[src/rtl/hqc_rsdecod_errval.sv]
// hqc_rsdecod_errval: Forney error-value evaluation, writes each RS error value at its symbol position.
// Define HQC_ERRVAL_CONST_TIME_EN to always run DELTA slots so latency does not depend on the error count.
module gfmul (
    input  logic [7:0] a_i,
    input  logic [7:0] b_i,
    output logic [7:0] p_o
);
    logic [7:0] p;
    always_comb begin
        p = '0;
        for (int n = 7; n >= 0; n--)
            p = {p[6:0], 1'b0} ^ (p[7] ? 8'h1D : 8'h00) ^ (b_i[n] ? a_i : 8'h00);
    end
    assign p_o = p;
endmodule

module hqc_rsdecod_errval #(
    parameter int PARAM_SECURITY = 128,
    parameter int PARAM_DELTA    = (PARAM_SECURITY == 256) ? 29 : (PARAM_SECURITY == 192) ? 16 : 15,
    parameter int PARAM_N1       = (PARAM_SECURITY == 256) ? 90 : (PARAM_SECURITY == 192) ? 56 : 46,
    parameter int Z_W            = 8*(PARAM_DELTA+1),
    parameter int ERR_W          = 8*PARAM_N1
) (
    input  logic                clk_i,
    input  logic                rst_ni,
    input  logic                start_i,
    input  logic [Z_W-1:0]      z_i,
    input  logic [PARAM_N1-1:0] loc_i,
    output logic                busy_o,
    output logic [ERR_W-1:0]    err_o,
    output logic                err_valid_o,
    output logic [5:0]          num_err_o
);
    localparam int CW = $clog2(PARAM_N1+1);
    localparam int JW = $clog2(PARAM_DELTA+1);
    localparam logic [CW-1:0] N1M = CW'(PARAM_N1-1);
    localparam logic [CW-1:0] DL  = CW'(PARAM_DELTA);
    localparam logic [CW-1:0] DLM = CW'(PARAM_DELTA-1);
    localparam logic [CW-1:0] INV_END = CW'(12);
    localparam logic [JW-1:0] DJ  = JW'(PARAM_DELTA);
`ifdef HQC_ERRVAL_CONST_TIME_EN
    localparam bit CT = 1'b1;
`else
    localparam bit CT = 1'b0;
`endif

    typedef enum logic [2:0] {IDLE, SCAN, HORNER, NUM, DEN, INV, WRITE, DONE} state_t;
    state_t state, state_n;

    logic [Z_W-1:0]      zr;
    logic [PARAM_N1-1:0] locr;
    logic [ERR_W-1:0]    err;
    logic [5:0]          num_err;
    logic [CW-1:0]       cnt;
    logic [JW-1:0]       j, count, count_nx, slots, k;
    logic [7:0]          a, ainv, acc, num, d, r, bj, binvj;
    logic [7:0]          beta [PARAM_DELTA];
    logic [7:0]          binv [PARAM_DELTA];
    logic [CW-1:0]       pos  [PARAM_DELTA];
    logic [7:0]          m0a, m0b, m0p, m1a, m1b, m1p;
    logic                hit, last;

    assign k        = cnt[JW-1:0];
    assign hit      = (state == SCAN) && locr[cnt] && (count < DJ);
    assign count_nx = count + JW'(hit);
    assign slots    = CT ? DJ : count;
    assign last     = (j + JW'(1)) >= slots;
    // slots beyond the real error count (constant-time dummies) evaluate at beta = binv = 1
    assign bj       = (j < count) ? beta[j] : 8'h01;
    assign binvj    = (j < count) ? binv[j] : 8'h01;

    always_comb begin
        m1a = (state == SCAN) ? ainv : beta[k];
        m1b = (state == SCAN) ? 8'h8E : binvj;
        m0a = (state == SCAN) ? a :
              (state == HORNER || state == NUM) ? acc :
              (state == DEN) ? d :
              (state == INV) ? ((cnt == '0) ? d : r) : num;
        m0b = (state == SCAN) ? 8'h02 :
              (state == HORNER) ? binvj :
              (state == NUM) ? bj :
              (state == DEN) ? (8'h01 ^ m1p) :
              (state == INV) ? (cnt[0] ? d : m0a) : r;
    end

    gfmul u_mul0 (.a_i(m0a), .b_i(m0b), .p_o(m0p));
    gfmul u_mul1 (.a_i(m1a), .b_i(m1b), .p_o(m1p));

    always_ff @(posedge clk_i or negedge rst_ni) begin
        if (!rst_ni) state <= IDLE;
        else         state <= state_n;
    end

    always_comb begin
        state_n = state;
        case (state)
            IDLE:    if (start_i) state_n = SCAN;
            SCAN:    if (cnt == N1M) state_n = (count_nx == '0 && !CT) ? DONE : HORNER;
            HORNER:  if (cnt == '0) state_n = NUM;
            NUM:     state_n = DEN;
            DEN:     if (cnt == DLM) state_n = INV;
            INV:     if (cnt == INV_END) state_n = WRITE;
            WRITE:   state_n = last ? DONE : HORNER;
            DONE:    state_n = IDLE;
            default: state_n = IDLE;
        endcase
    end

    always_ff @(posedge clk_i or negedge rst_ni) begin
        if (!rst_ni) begin
            zr <= '0; locr <= '0; err <= '0; num_err <= '0; cnt <= '0; j <= '0; count <= '0;
            a <= '0; ainv <= '0; acc <= '0; num <= '0; d <= '0; r <= '0;
            for (int n = 0; n < PARAM_DELTA; n++) begin
                beta[n] <= '0;
                binv[n] <= '0;
                pos[n]  <= '0;
            end
        end else begin
            case (state)
                IDLE: if (start_i) begin
                    zr <= z_i; locr <= loc_i; err <= '0; num_err <= '0;
                    a <= 8'h01; ainv <= 8'h01; cnt <= '0; count <= '0;
                end
                SCAN: begin
                    a <= m0p; ainv <= m1p; count <= count_nx;
                    if (hit) begin
                        beta[count] <= a;
                        binv[count] <= ainv;
                        pos[count]  <= cnt;
                    end
                    cnt <= (cnt == N1M) ? DL : cnt + CW'(1);
                    if (cnt == N1M) begin
                        num_err <= 6'(count_nx); j <= '0; acc <= '0;
                    end
                end
                HORNER: begin
                    acc <= m0p ^ zr[8*cnt +: 8];
                    cnt <= (cnt == '0) ? '0 : cnt - CW'(1);
                end
                NUM: begin
                    num <= m0p; d <= 8'h01; cnt <= '0;
                end
                DEN: begin
                    if (k != j && k < count) d <= m0p;
                    cnt <= (cnt == DLM) ? '0 : cnt + CW'(1);
                end
                INV: begin
                    r <= m0p; cnt <= cnt + CW'(1);
                end
                WRITE: begin
                    if (j < count) err[8*pos[j] +: 8] <= m0p;
                    j <= j + JW'(1); cnt <= DL; acc <= '0;
                end
                default: ;
            endcase
        end
    end

    assign busy_o      = (state != IDLE) && (state != DONE);
    assign err_valid_o = (state == DONE);
    assign err_o       = err;
    assign num_err_o   = num_err;
endmodule
[config.mk]
export PLATFORM = sky130hd
export DESIGN_NAME = hqc_rsdecod_errval
export DESIGN_NICKNAME = d
export VERILOG_FILES = /design/src/rtl/hqc_rsdecod_errval.sv
export SDC_FILE = /design/constraint.sdc
export NUM_CORES = 2
export LEC_CHECK = 0
export CAP_MARGIN = 40
export CORE_AREA = 2 2 339 341
export CTS_CLUSTER_SIZE = 25
export DETAILED_ROUTE_END_ITERATION = 16
export DIE_AREA = 0 0 341 343
export GPL_TIMING_DRIVEN = 0
export PLACE_DENSITY_LB_ADDON = 0.1
export SETUP_SLACK_MARGIN = 0.3
export SYNTH_ARGS = -nofsm -noshare
export SYNTH_HDL_FRONTEND = slang
export SYNTH_SLANG_ARGS = --single-unit
[constraint.sdc]
create_clock -name clk_i -period 17.25 [get_ports clk_i]
set_input_delay 3.45 -clock clk_i [delete_from_list [all_inputs] [get_ports clk_i]]
set_output_delay 3.45 -clock clk_i [all_outputs]
set_load 0.01 [all_outputs]
After elaboration in Yosys (flattened, before gate mapping)

Cells that the tools add are included.

Register bits: 943
Input port bits: 177

Add/sub/neg operators: 5
$lt $le $gt $ge: 9
Equal/unequal tests: 19
Shift operators: 3
Mux-type cells: 96
Bitwise operators: 33
Reductions and logical operators: 26

Operators by type and width:

| kind                                                   | count |
|---|---|
| two-way mux 368 bit                                    | 2 |
| case mux 368 bit (2 select lines)                      | 1 |
| bitwise mux 368 bit                                    | 1 |
| variable shift 8 x 34 -> 368 bit, first input constant | 1 |
| indexed part select 8 x 34 -> 368 bit                  | 1 |
| two-way mux 8 bit                                      | 41 |
| bitwise mux 120 bit                                    | 2 |
| bitwise XOR 8 bit                                      | 29 |
| indexed part select 128 x 10 -> 8 bit                  | 1 |
| binary-select mux 8 bit (select 4 bit)                 | 3 |
| bitwise mux 90 bit                                     | 1 |
| two-way mux 5 bit                                      | 14 |
| two-way mux 6 bit                                      | 8 |
| case mux 8 bit (2 select lines)                        | 3 |
| case mux 6 bit (7 select lines)                        | 1 |
| negation 9 -> 34 bit                                   | 1 |
| demux 8 bit (select 4 bit)                             | 1 |
| binary-select mux 6 bit (select 4 bit)                 | 1 |
| demux 6 bit (select 4 bit)                             | 1 |
| case mux 3 bit (8 select lines)                        | 1 |
| case mux 8 bit (3 select lines)                        | 1 |
| two-way mux 3 bit                                      | 7 |
| case mux 4 bit (2 select lines)                        | 2 |
| >= comparator 5 bit, second input constant             | 3 |
| 35 further kinds                                       | 64 |

Longest topological paths before layout

Word-level depth: 59
Gate-level depth with buffers: 29

By module

Synthesis repeated with hierarchy kept, for this count alone.

Cell total of the unflattened synthesis: 4031
Area, all modules: 45977.8 sq um

By module, submodules not included:

| module             | instances | cells an instance | area an instance (sq um) | sequential area each (sq um) |
|---|---|---|---|---|
| hqc_rsdecod_errval | 1         | 3727              | 43798.3                  | 23547.6 |
| gfmul              | 2         | 152               | 1089.8                   | 0.0 |

Worst setup path before layout

OpenSTA, ideal clock, no wires.

Path kind: register to register
Start: register cnt[1]
End: register err[244], in the netlist err_o[244]
Data arrival time: 6.628 ns
Data required time: 17.106 ns
Setup slack: 10.478 ns
Stages on the path, launching flop included: 28
Buffers on the path: 9
Clock period less this slack: 6.772 ns
Cell sequence: dfrtp_1 -> buf_4 -> buf_6 -> buf_6 -> buf_2 -> buf_1 -> buf_1 -> inv_1 -> clkbuf_1 -> ha_1 -> nor3b_1 -> nand2_1 -> nand2_1 -> mux2_2 -> mux4_2 -> mux2_2 -> o21ai_0 -> a32o_1 -> clkbuf_1 -> nor3_1 -> nor3_1 -> xnor2_1 -> xnor3_1 -> xnor3_2 -> xnor2_4 -> xnor2_2 -> clkbuf_1 -> mux2i_1

Word-level cells in the longest chain between the ends: 46
Elaborated cells between the ends (all ways): 80

Ends and longest elaborated chain:

| item                                                          | RTL line | text |
|---|---|---|
| start, declared                                               | 54       | `logic [CW-1:0] cnt;` |
| start signal, assigned                                        | 131      | `cnt <= (cnt == N1M) ? DL : cnt + CW'(1);` |
| start signal, assigned                                        | 138      | `cnt <= (cnt == '0) ? '0 : cnt - CW'(1);` |
| start signal, assigned                                        | 145      | `cnt <= (cnt == DLM) ? '0 : cnt + CW'(1);` |
| NOT 4 -> 5 bit (implied by the code)                          | 73       | `m1a = (state == SCAN) ? ainv : beta[k];` |
| binary-select mux 8 bit (select 4 bit)                        | 73       |  |
| two-way mux 8 bit (implied by the code) (2 in series)         | 73       |  |
| two-way mux 8 bit                                             | 73       |  |
| two-way mux 8 bit                                             | 12       | `p = {p[6:0], 1'b0} ^ (p[7] ? 8'h1D : 8'h00) ^ (b_i[n] ? a_i : 8'h00);` |
| bitwise XOR 8 bit / two-way mux 5 bit (equally long branches) | 12       |  |
| bitwise XOR 8 bit                                             | 12       |  |
| two-way mux 5 bit / bitwise XOR 8 bit (equally long branches) | 12       |  |
| [29 not listed]                                               | n/a      |  |
| bitwise XOR 8 bit                                             | 12       |  |
| two-way mux 5 bit / bitwise XOR 8 bit (equally long branches) | 12       |  |
| bitwise XOR 8 bit                                             | 12       |  |
| bitwise XOR 8 bit (*)                                         | 12       |  |
| indexed part select 8 x 34 -> 368 bit (*)                     | 151      | `if (j < count) err[8*pos[j] +: 8] <= m0p;` |
| bitwise mux 368 bit (*)                                       | 151      |  |
| two-way mux 368 bit (*)                                       | 151      |  |
| case mux 368 bit (2 select lines) (*)                         | 119      | `case (state)` |
| end signal, assigned by index                                 | 151      |  |
| end, declared                                                 | 52       | `logic [ERR_W-1:0] err;` |

Every way passes the cells marked *; elsewhere a longest branch is shown, timed or not. The select of a mux whose other input is x is not followed.
A chain may end at the register's enable or synchronous reset.

Worst setup path in the final report

Start: register cnt[1]
End: register err[221], in the netlist err_o[221]

The elaborated chain is that of the path after synthesis.

==> results.yml <==
place:
  port-buffer-count: 550
  dp_hpwl_mm: 133
  place_congestion: 0.916
  dp.cells: 6453
timing:
  worst_pin_slew_ps: 945
  fmax_mhz: 98.2
  rsz0062_at_grt: "no"
  hold_violations: 0
  setup_viol: 0
  hold_ws_ps: 469
  finClkSkew_ps: 67.6
  tns_ps: 0
  drv_slew: 0
  slew_headroom_pct: 36.8
  finalCritPeriodShare_pct: 59.0
  fin_crit_ps: 10180
logic_synthesis:
  synthDistinctLibCells: 96
  syn_inst: 4318
  avgSynthCellArea_um2: 10.4
  netlist_area_mm2: 0.0451
  synth_edf_count: 0
  synthMostInstantiatedCell: "nand2_1"
  yosysWarningCount: 0
  ys_ff_latch: 941
  yosys.area.top_type: "dfrtp_1"
  synthTopCellsByArea: "dfrtp_1, nand2_1, mux4_2, mux2_2, o21ai_0"
  synth_commonest_cells: "nand2_1, dfrtp_1, o21ai_0"
  ys.flop_type: "dfrtp_1"
  yosysSeqAreaShare_pct: 52.2
  synth_top_area_share_pct: 52.2
  synthArstFlopShare_pct: 100
layout:
  drive_gt1_share_pct: 14.3
  post-route-util_pct: 50.4
  nFillCells: 10418
  syn_to_final_growth_pct: 26.6
  seq_area_mm2: 0.0235
  nets: 5248
  multi_input_area_mm2: 0.0202
  fin_cells: 6652
floorplan:
  dieArea_mm2: 0.117
  ios: 553
  initial_core_util_pct: 39.8
  num_rows: 124
  die_w_um: 341
  chipHeight_um: 343
  core_mm2: 0.113
worst_setup_path:
  worstPathRequired_ps: 17800
  max_stage_delay_ps: 770
  crit_type: "flip-flop to flip-flop"
  cp_slowest_cell: "xnor2_1"
  critPathMaxFanout: 11
  end_kind: "flip-flop"
  cp.arrival_ps: 10740
  startpoint_type: "flip-flop"
min_path:
  hp-class: "flip-flop to flip-flop"
drt:
  vias: 36778
  drt_iter0_drc: 3483
  detail-route-antenna-nets: 0
  drc: 0
  drt-pass1-iter-count: 5
  viasPerCell: 5.53
  wirelength_mm: 175
  wl_per_cell_um: 26.3
global_routing:
  grt_pass1_vias: 36242
  track_usage_pct: 29.7
  grt_max_degree: 123
  antenna_found_initial: 3
  grt_pass1_wl_mm: 256
  gr-total-overflow: 0
clock_tree:
  cts_setup_buffers: 0
  clk_latency_ps: 730
  ctsHoldBuffers: 0
  cts_resized: 0
  clk_path_buf_depth: 3
  cts_num_sinks: 941
  cts_tree: "done"
  htree_levels: 3
  clk_pin_slew_ps: 60
  cts_buffers: 104
  root_buffer: "clkbuf_16"
outcome:
  outcome: "completed"
run:
  maxCapViolCount: 0
[routing by layer]
layer | up-vias | share of wire (%) | track usage, %
met5 | - | 0.0086 | 0
li1 | 16489 | - | -
met1 | 18697 | 43 | 39.9
met3 | 305 | 6.2 | 5.20
met2 | 1283 | 47 | 47.9
met4 | 4 | 4.1 | 12.0
[layout make-up]
class | count | area share (%)
Inverter | 51 | 0.335
Timing Repair Buffer | 626 | 11.3
Buffer | 286 | 2.09
Antenna cell | 1 | 0.00438
Clock inverter | 43 | 1.04
Multi-Input combinational cell | 3041 | 35.4
Tap cell | 1512 | 3.31
Clock buffer | 151 | 5.27
Sequential cell | 941 | 41.2
[kinds of logic (layout without fill, tap and decap cells)]
| kind of cell | Yosys count | after routing | synth area share (%) |
|---|---|---|---|
| simple gates | 1610 | 1610 | 14.7 |
| flops | 941 | 941 | 52.2 |
| compound gates | 754 | 754 | 9.80 |
| mux | 508 | 508 | 15.9 |
| buf+inv | 337 | 1157 | 3.07 |
| xor+xnor | 146 | 146 | 3.74 |
| fa+ha+maj | 21 | 21 | 0.577 |
| other cells | 1 | 3 | 0.00831 |
[placed cells by master (no fill, tap or decap), types with 35 or more instances in the layout]
| cell | count |
|---|---|
| clkbuf_16 | 105 |
| inv_1 | 45 |
| nand2_1 | 1165 |
| xor2_1 | 37 |
| clkdlybuf4s50_1 | 549 |
| clkbuf_1 | 243 |
| a21oi_1 | 62 |
| o21ai_0 | 407 |
| nand3_1 | 149 |
| xnor2_1 | 76 |
| dfrtp_1 | 941 |
| mux2i_1 | 101 |
| mux4_2 | 140 |
| buf_2 | 43 |
| o21ai_1 | 102 |
| mux2_2 | 264 |
| nor3_1 | 35 |
| nor2_1 | 149 |
[sequential cells by signal, indices dropped and copies added (netlist names)]
name and cells:
err_o 368, zr 128, beta 120, binv 120, pos 90, locr 46
a 8, acc 8, ainv 8, d 8, num 8, r 8
cnt 6, count 4, j 4, num_err_o 4, state 3
[path summary, 6_finish.rpt]
kind	startpoint	endpoint	slack [ps]	cells after the start
max in group asynchronous	rst_ni	locr[18]$_DFFE_PN0P_	12510	4
worst min register to register	locr[42]$_DFFE_PN0P_	locr[42]$_DFFE_PN0P_	470	2
min in group asynchronous	rst_ni	err_o[174]$_DFFE_PN0P_	2750	1
worst min-delay path	locr[42]$_DFFE_PN0P_	locr[42]$_DFFE_PN0P_	470	2
worst max register to register	cnt[1]$_DFFE_PN0P_	err_o[221]$_DFFE_PN0P_	7070	28
worst max-delay path	cnt[1]$_DFFE_PN0P_	err_o[221]$_DFFE_PN0P_	7070	28
[stage by stage]
stage	cell area [um^2]	worst slack, ps
after floorplan	45100	10480
after global placement	52500	-32000
after detailed placement	53500	7280
after CTS	57100	7260
after global routing	57100	6730
final	57100	7070
[critical path: cells and delay by family, from the launching register on]
kind | cells | cell delay, ps
buf+inv | 10 | 3710
simple gates | 5 | 1190
compound gates | 8 | 2790
mux | 2 | 390
fa+ha+maj | 1 | 380
flops | 1 | 510
xor+xnor | 2 | 990
Power is not shown: default switching activity piles up to over one toggle a cycle in this logic, so the estimate is an artifact.
